<file path="src/rtl/fanout_fork_ctrl.sv">
// Eager fork: broadcasts one valid/ready token to up to NUM_OUT consumers, tracking
// which branches have already taken the current token so slow consumers do not stall the rest.
module fanout_fork_ctrl #(
  parameter int NUM_OUT    = 6,
  parameter int DATA_WIDTH = 16,
  parameter int CNT_WIDTH  = 16
) (
  input  logic                            clk,
  input  logic                            rst,
  input  logic [NUM_OUT-1:0]              cfg_en,
  input  logic                            flush,
  input  logic                            in_valid,
  input  logic [DATA_WIDTH-1:0]           in_data,
  output logic                            in_ready,
  output logic [NUM_OUT-1:0]              out_valid,
  output logic [NUM_OUT*DATA_WIDTH-1:0]   out_data,
  input  logic [NUM_OUT-1:0]              out_ready,
  output logic                            idle,
  output logic [CNT_WIDTH-1:0]            tok_cnt,
  output logic [CNT_WIDTH-1:0]            stall_cnt
);

  localparam logic [CNT_WIDTH-1:0] CNT_MAX = '1;
  localparam logic [CNT_WIDTH-1:0] CNT_ONE = {{(CNT_WIDTH-1){1'b0}}, 1'b1};

  // Handshakes: a transfer happens on a branch (or upstream) in any cycle where valid
  // and ready are both high at the clock edge; valid must then hold with stable data until taken.
  logic [NUM_OUT-1:0] done;
  logic [NUM_OUT-1:0] acc;
  logic [NUM_OUT-1:0] branch_ok;
  logic               retire;
  logic               stall;

  always_comb begin
    out_valid = '0;
    branch_ok = '0;
    out_data  = '0;
    for (int i = 0; i < NUM_OUT; i++) begin
      out_valid[i]                           = ~rst & in_valid & cfg_en[i] & ~done[i];
      branch_ok[i]                           = ~cfg_en[i] | done[i] | out_ready[i];
      out_data[i*DATA_WIDTH +: DATA_WIDTH]   = in_data;
    end
    in_ready = ~rst & (&branch_ok);
    acc      = out_valid & out_ready;
    retire   = in_valid & in_ready;
    stall    = in_valid & ~in_ready;
  end

  // flush outranks retire/accumulate; reset clears done so a pending token is re-offered.
  always_ff @(posedge clk) begin
    if (rst) begin
      done      <= '0;
      tok_cnt   <= '0;
      stall_cnt <= '0;
    end else if (flush) begin
      done      <= '0;
      tok_cnt   <= '0;
      stall_cnt <= '0;
    end else begin
      if (retire) begin
        done <= '0;
        if (tok_cnt != CNT_MAX) tok_cnt <= tok_cnt + CNT_ONE;
      end else begin
        done <= done | acc;
      end
      if (stall && (stall_cnt != CNT_MAX)) stall_cnt <= stall_cnt + CNT_ONE;
    end
  end

  assign idle = ~|done;

endmodule

</file>
<file path="config.mk">
export PLATFORM = sky130hd
export DESIGN_NAME = fanout_fork_ctrl
export DESIGN_NICKNAME = d
export VERILOG_FILES = /design/src/rtl/fanout_fork_ctrl.sv
export SDC_FILE = /design/constraint.sdc
export NUM_CORES = 1
export LEC_CHECK = 0
export CAP_MARGIN = 25
export CORE_AREA = 4 4 78 80
export CTS_CLUSTER_SIZE = 25
export DETAILED_ROUTE_END_ITERATION = 8
export DIE_AREA = 0 0 82 84
export DONT_BUFFER_PORTS = 1
export PLACE_DENSITY_LB_ADDON = 0.3
export REMOVE_ABC_BUFFERS = 1
export SLEW_MARGIN = 20
export SYNTH_ARGS = -nofsm -noshare
export SYNTH_HDL_FRONTEND = slang
export SYNTH_SLANG_ARGS = --single-unit
</file>
<file path="constraint.sdc">
create_clock -name clk -period 2 [get_ports clk]
set_input_delay 0.4 -clock clk [delete_from_list [all_inputs] [get_ports clk]]
set_output_delay 0.4 -clock clk [all_outputs]
set_load 0.005 [all_outputs]
</file>
Yosys cells after proc, flatten, opt, wreduce, memory -nomap -nowiden
Index checks and enable logic that the tools add are counted.
- $add $sub $neg: 2
- equal/unequal tests: 2
- bitwise logic cells: 44
- reduce and logical (&&, ||, !) cells: 7
- operator list (operator ; number):
    $add A16 B1 Y16 const B ; 2
    $ne A16 B16 Y1 const B ; 2
    $and A1 B1 Y1 ; 16
    $not A1 Y1 ; 14
    $or A1 B1 Y1 ; 12
    $and A6 B6 Y6 ; 1
    $or A6 B6 Y6 ; 1
    $reduce_and A6 Y1 ; 1
    $reduce_or A6 Y1 ; 1
    $reduce_or A3 Y1 ; 1
    $reduce_and A2 Y1 ; 1
    $reduce_or A2 Y1 ; 1
    $logic_and A1 B1 Y1 ; 1
    $logic_not A1 Y1 ; 1
- register bits after elaboration: 38
- bits of input ports: 32
- output and inout port bits: 136
- word-level logic and storage cells: 58

Logic depth before layout (Yosys ltp)
- word-level depth: 8
- mapped depth: 7
- gate-level depth less buffers: 6

Worst setup path after synthesis
No wires, ideal clock.
- path type: register -> register
- from: register tok_cnt[0]
- to: register tok_cnt[10]
- library setup time: 0.070 ns
- arrival time: 1.642 ns
- data required time: 1.930 ns
- path slack: 0.287 ns
- stages on the path, launching flop included: 7
- buffers on the path: 0
- clock period less this slack: 1.713 ns
- path through: dfxtp_1 -> ha_1 -> and3_1 -> nand2b_1 -> or3_1 -> or3_1 -> a21oi_1
- longest elaborated chain between the ends: 2
- elaborated cells on any way between the ends: 3
- classes of those cells: add/sub: 1; eq/ne: 1; reduce/logical: 1
- ends and longest elaborated chain (what ; RTL line ; text):
    start, declared ; 19 ; output logic [CNT_WIDTH-1:0] tok_cnt,
    start signal, assigned ; 62 ; if (tok_cnt != CNT_MAX) tok_cnt <= tok_cnt + CNT_ONE;
    branches (longest 2 deep; another with $add A16 B1 Y16) ; n/a ;
Parallel ways; which one is timed is not known.
A chain may end at the register's enable or synchronous reset.

Worst setup path after layout
- from: register tok_cnt[0]
- to: register tok_cnt[5]
Same word-level chain as after synthesis.

==> impl_metrics.tcl <==
set metrics [dict create \
    worst-endpoint-arrival_ns 2.02 \
    ff2ff_path_depth 6 \
    holdBufCountCts 0 \
    layout.cells.non_filler 339 \
    port_buffers 0 \
    required_ns 2.21 \
    vdd_drop_max_uv 303.6 \
    r2r-start "tok_cnt[0]$_SDFFE_PP0P_" \
    async_reset_ff_share_pct 0 \
    hold_viol 0 \
    antenna_found_initial 0 \
    place_area_sq_um 2185 \
    r2r_slack_ns 0.19 \
    first_pass_iters 4 \
    cts_post_setup_buffers_inserted 0 \
    drv_slew 0 \
    syn_avg_cell_area_sq_um 7.830 \
    setup_viol 0 \
    yosys_warnings 0 \
    synth.yosys.seq_area_share_pct 27.52 \
    hp-class "primary input to flip-flop" \
    clk_latency_ns 0.28 \
    area_delta_synth_final_pct -18.15 \
    cp-start-kind "flip-flop" \
    crit_path_max_fanout 10 \
    status "complete, no violations" \
    cts_max_level 2 \
    finalCriticalPeriod_ns 1.809 \
    synth-seq-cells 38 \
    dp_hpwl_um 6141 \
    hold_depth 2 \
    first_global_vias 1970 \
    cts_tree "yes" \
    numCtsBuffers 5 \
    final_common_cell "dfxtp_1" \
    hp-start "cfg_en[0]" \
    synth_ff_type "dfxtp_1" \
    die_w_um 82 \
    skew_ns 0.004105 \
    drt_wl_total_um 7764 \
    grt_setup_unrepaired "false" \
    dr.first_iter.drc_count 111 \
    gp_congestion 0.8087 \
    r2r_end "tok_cnt[5]$_SDFFE_PP0P_" \
    grt_max_degree 28 \
    timing.fmax_ghz 0.5528 \
    netlist-cell-type-count 38 \
    syn_area_sq_um 2764 \
    syn_inst 353 \
    cts.sinks 38 \
    routedWlPerCell_um 22.90 \
    vias 2134 \
    slew_headroom_pct 61.68 \
    path_clk_slew_ns 0.07 \
    fp-row-count 27 \
    holdPathEnd "done[0]$_SDFF_PP0_" \
    viasPerCell 6.295 \
    dp_slack_ns 0.1774 \
    die_area_sq_um 6888 \
    ant_nets 0 \
    p_per_area_nw_per_um2 594.0 \
    utilization_pct 41.85 \
    core_sq_um 5405 \
    cts-root-buf "clkbuf_8" \
    synth_edf_count 0 \
    cts_buffer_depth 2 \
    power.total_mw 1.344 \
    layout.cells.most_common_list "dfxtp_1 (38), nor2_1 (26), nand2_1 (26)" \
    grt_first_pass_wirelength_um 11590 \
    drc_errors 0 \
    tightest_slew_ns 0.5748 \
    antennaDiodeCount 0 \
    globalRouteOverflowTotal 0 \
    start_util_pct 51.13 \
    power.leakage_nw 0.6731 \
    die_h_um 84 \
    fin_crit_sh_pct 90.45 \
    post-route-cell-area_sq_um 2262 \
    drive_gt1_share_pct 10.86 \
    io_pins 168 \
    cp-end-kind "flip-flop" \
    critPathKind "flip-flop to flip-flop" \
    cap_violations 0 \
    nets 301 \
    placed_cells 332 \
    cts.repair.resized 0 \
    fin_ws_ns 0.1911 \
    grt_use_total_pct 22.28 \
]
## per-stage QoR
| stage | hold slack, ns | setup TNS, ns |
|---|---|---|
| 2_1_floorplan | 0.4731 | -1.785 |
| 3_3_place_gp | 0.4972 | 0 |
| 3_5_place_dp | 0.5128 | 0 |
| 4_1_cts | 0.2729 | 0 |
| 5_1_grt | 0.2805 | 0 |
| 6_report | 0.2771 | 0 |
## metal layers
metal  GRT usage [%]  up-vias  wire (um)
met1           28.33      971       3155
met4           3.625        0         36
li1                -      998          -
met5           5.833        -          0
met3           14.25        5       1233
met2           31.52      160       3340
## how the worst max path moves through the flow
stage,start,end,cells after the start
CTS,stall_cnt[0]$_SDFFE_PP0P_,stall_cnt[5]$_SDFFE_PP0P_,6
detailed placement,stall_cnt[0]$_SDFFE_PP0P_,stall_cnt[13]$_SDFFE_PP0P_,6
floorplan,in_valid,tok_cnt[13]$_SDFFE_PP0P_,5
global placement,stall_cnt[0]$_SDFFE_PP0P_,stall_cnt[3]$_SDFFE_PP0P_,6
finish,tok_cnt[0]$_SDFFE_PP0P_,tok_cnt[5]$_SDFFE_PP0P_,6
global route,tok_cnt[0]$_SDFFE_PP0P_,tok_cnt[1]$_SDFFE_PP0P_,6
## power by group
group	total, mW	internal [mW]	switching (mW)
clock	0.496	0.240	0.256
sequential	0.762	0.759	0.00260
combinational	0.0860	0.0284	0.0576
total	1.34	1.03	0.316
## Yosys cell counts, drive strengths merged, types with 4 or more instances
library cell	number	area share, %
nand2	26	3.5
dfxtp	38	28
o21ai	7	1.3
clkbuf	5	0.68
mux2i	4	1.4
o31ai	16	4.3
nand4	11	2.7
nor3	12	2.4
a31oi	6	1.4
or3	9	2.0
a21oi	22	4.0
nor3b	6	2.0
nand3	12	2.2
inv	7	0.95
buf	102	27
nor2	26	3.5
or4	17	4.6
## logic make-up after synthesis
logic type / synth area share [%]
buffers and inverters: 28.97
and+or+nand+nor: 26.53
DFF: 27.52
AOI/OAI and AO/OA: 14.62
muxes: 1.449
adders and majority gates: 0.9052
## sequential cells by signal, indices dropped and copies added (netlist names)
signal     cells
stall_cnt     16
done           6
tok_cnt       16
## final cells by class
cell class,instances,area [sq um]
repair buffers,14,105.1
flip-flops and latches,38,760.7
well taps,72,90.09
clock buffers,7,76.32
multi-input cells,201,1204
inverters,7,26.28
fillers,580,3143
## critical path, stage by stage, from the launching register on
cell	delay, ns
dfxtp_1	0.32
ha_1	0.25
nand3_1	0.15
nor2_1	0.12
and2_1	0.26
or4_1	0.50
a21oi_1	0.14
(Power assumes the default switching activity.)
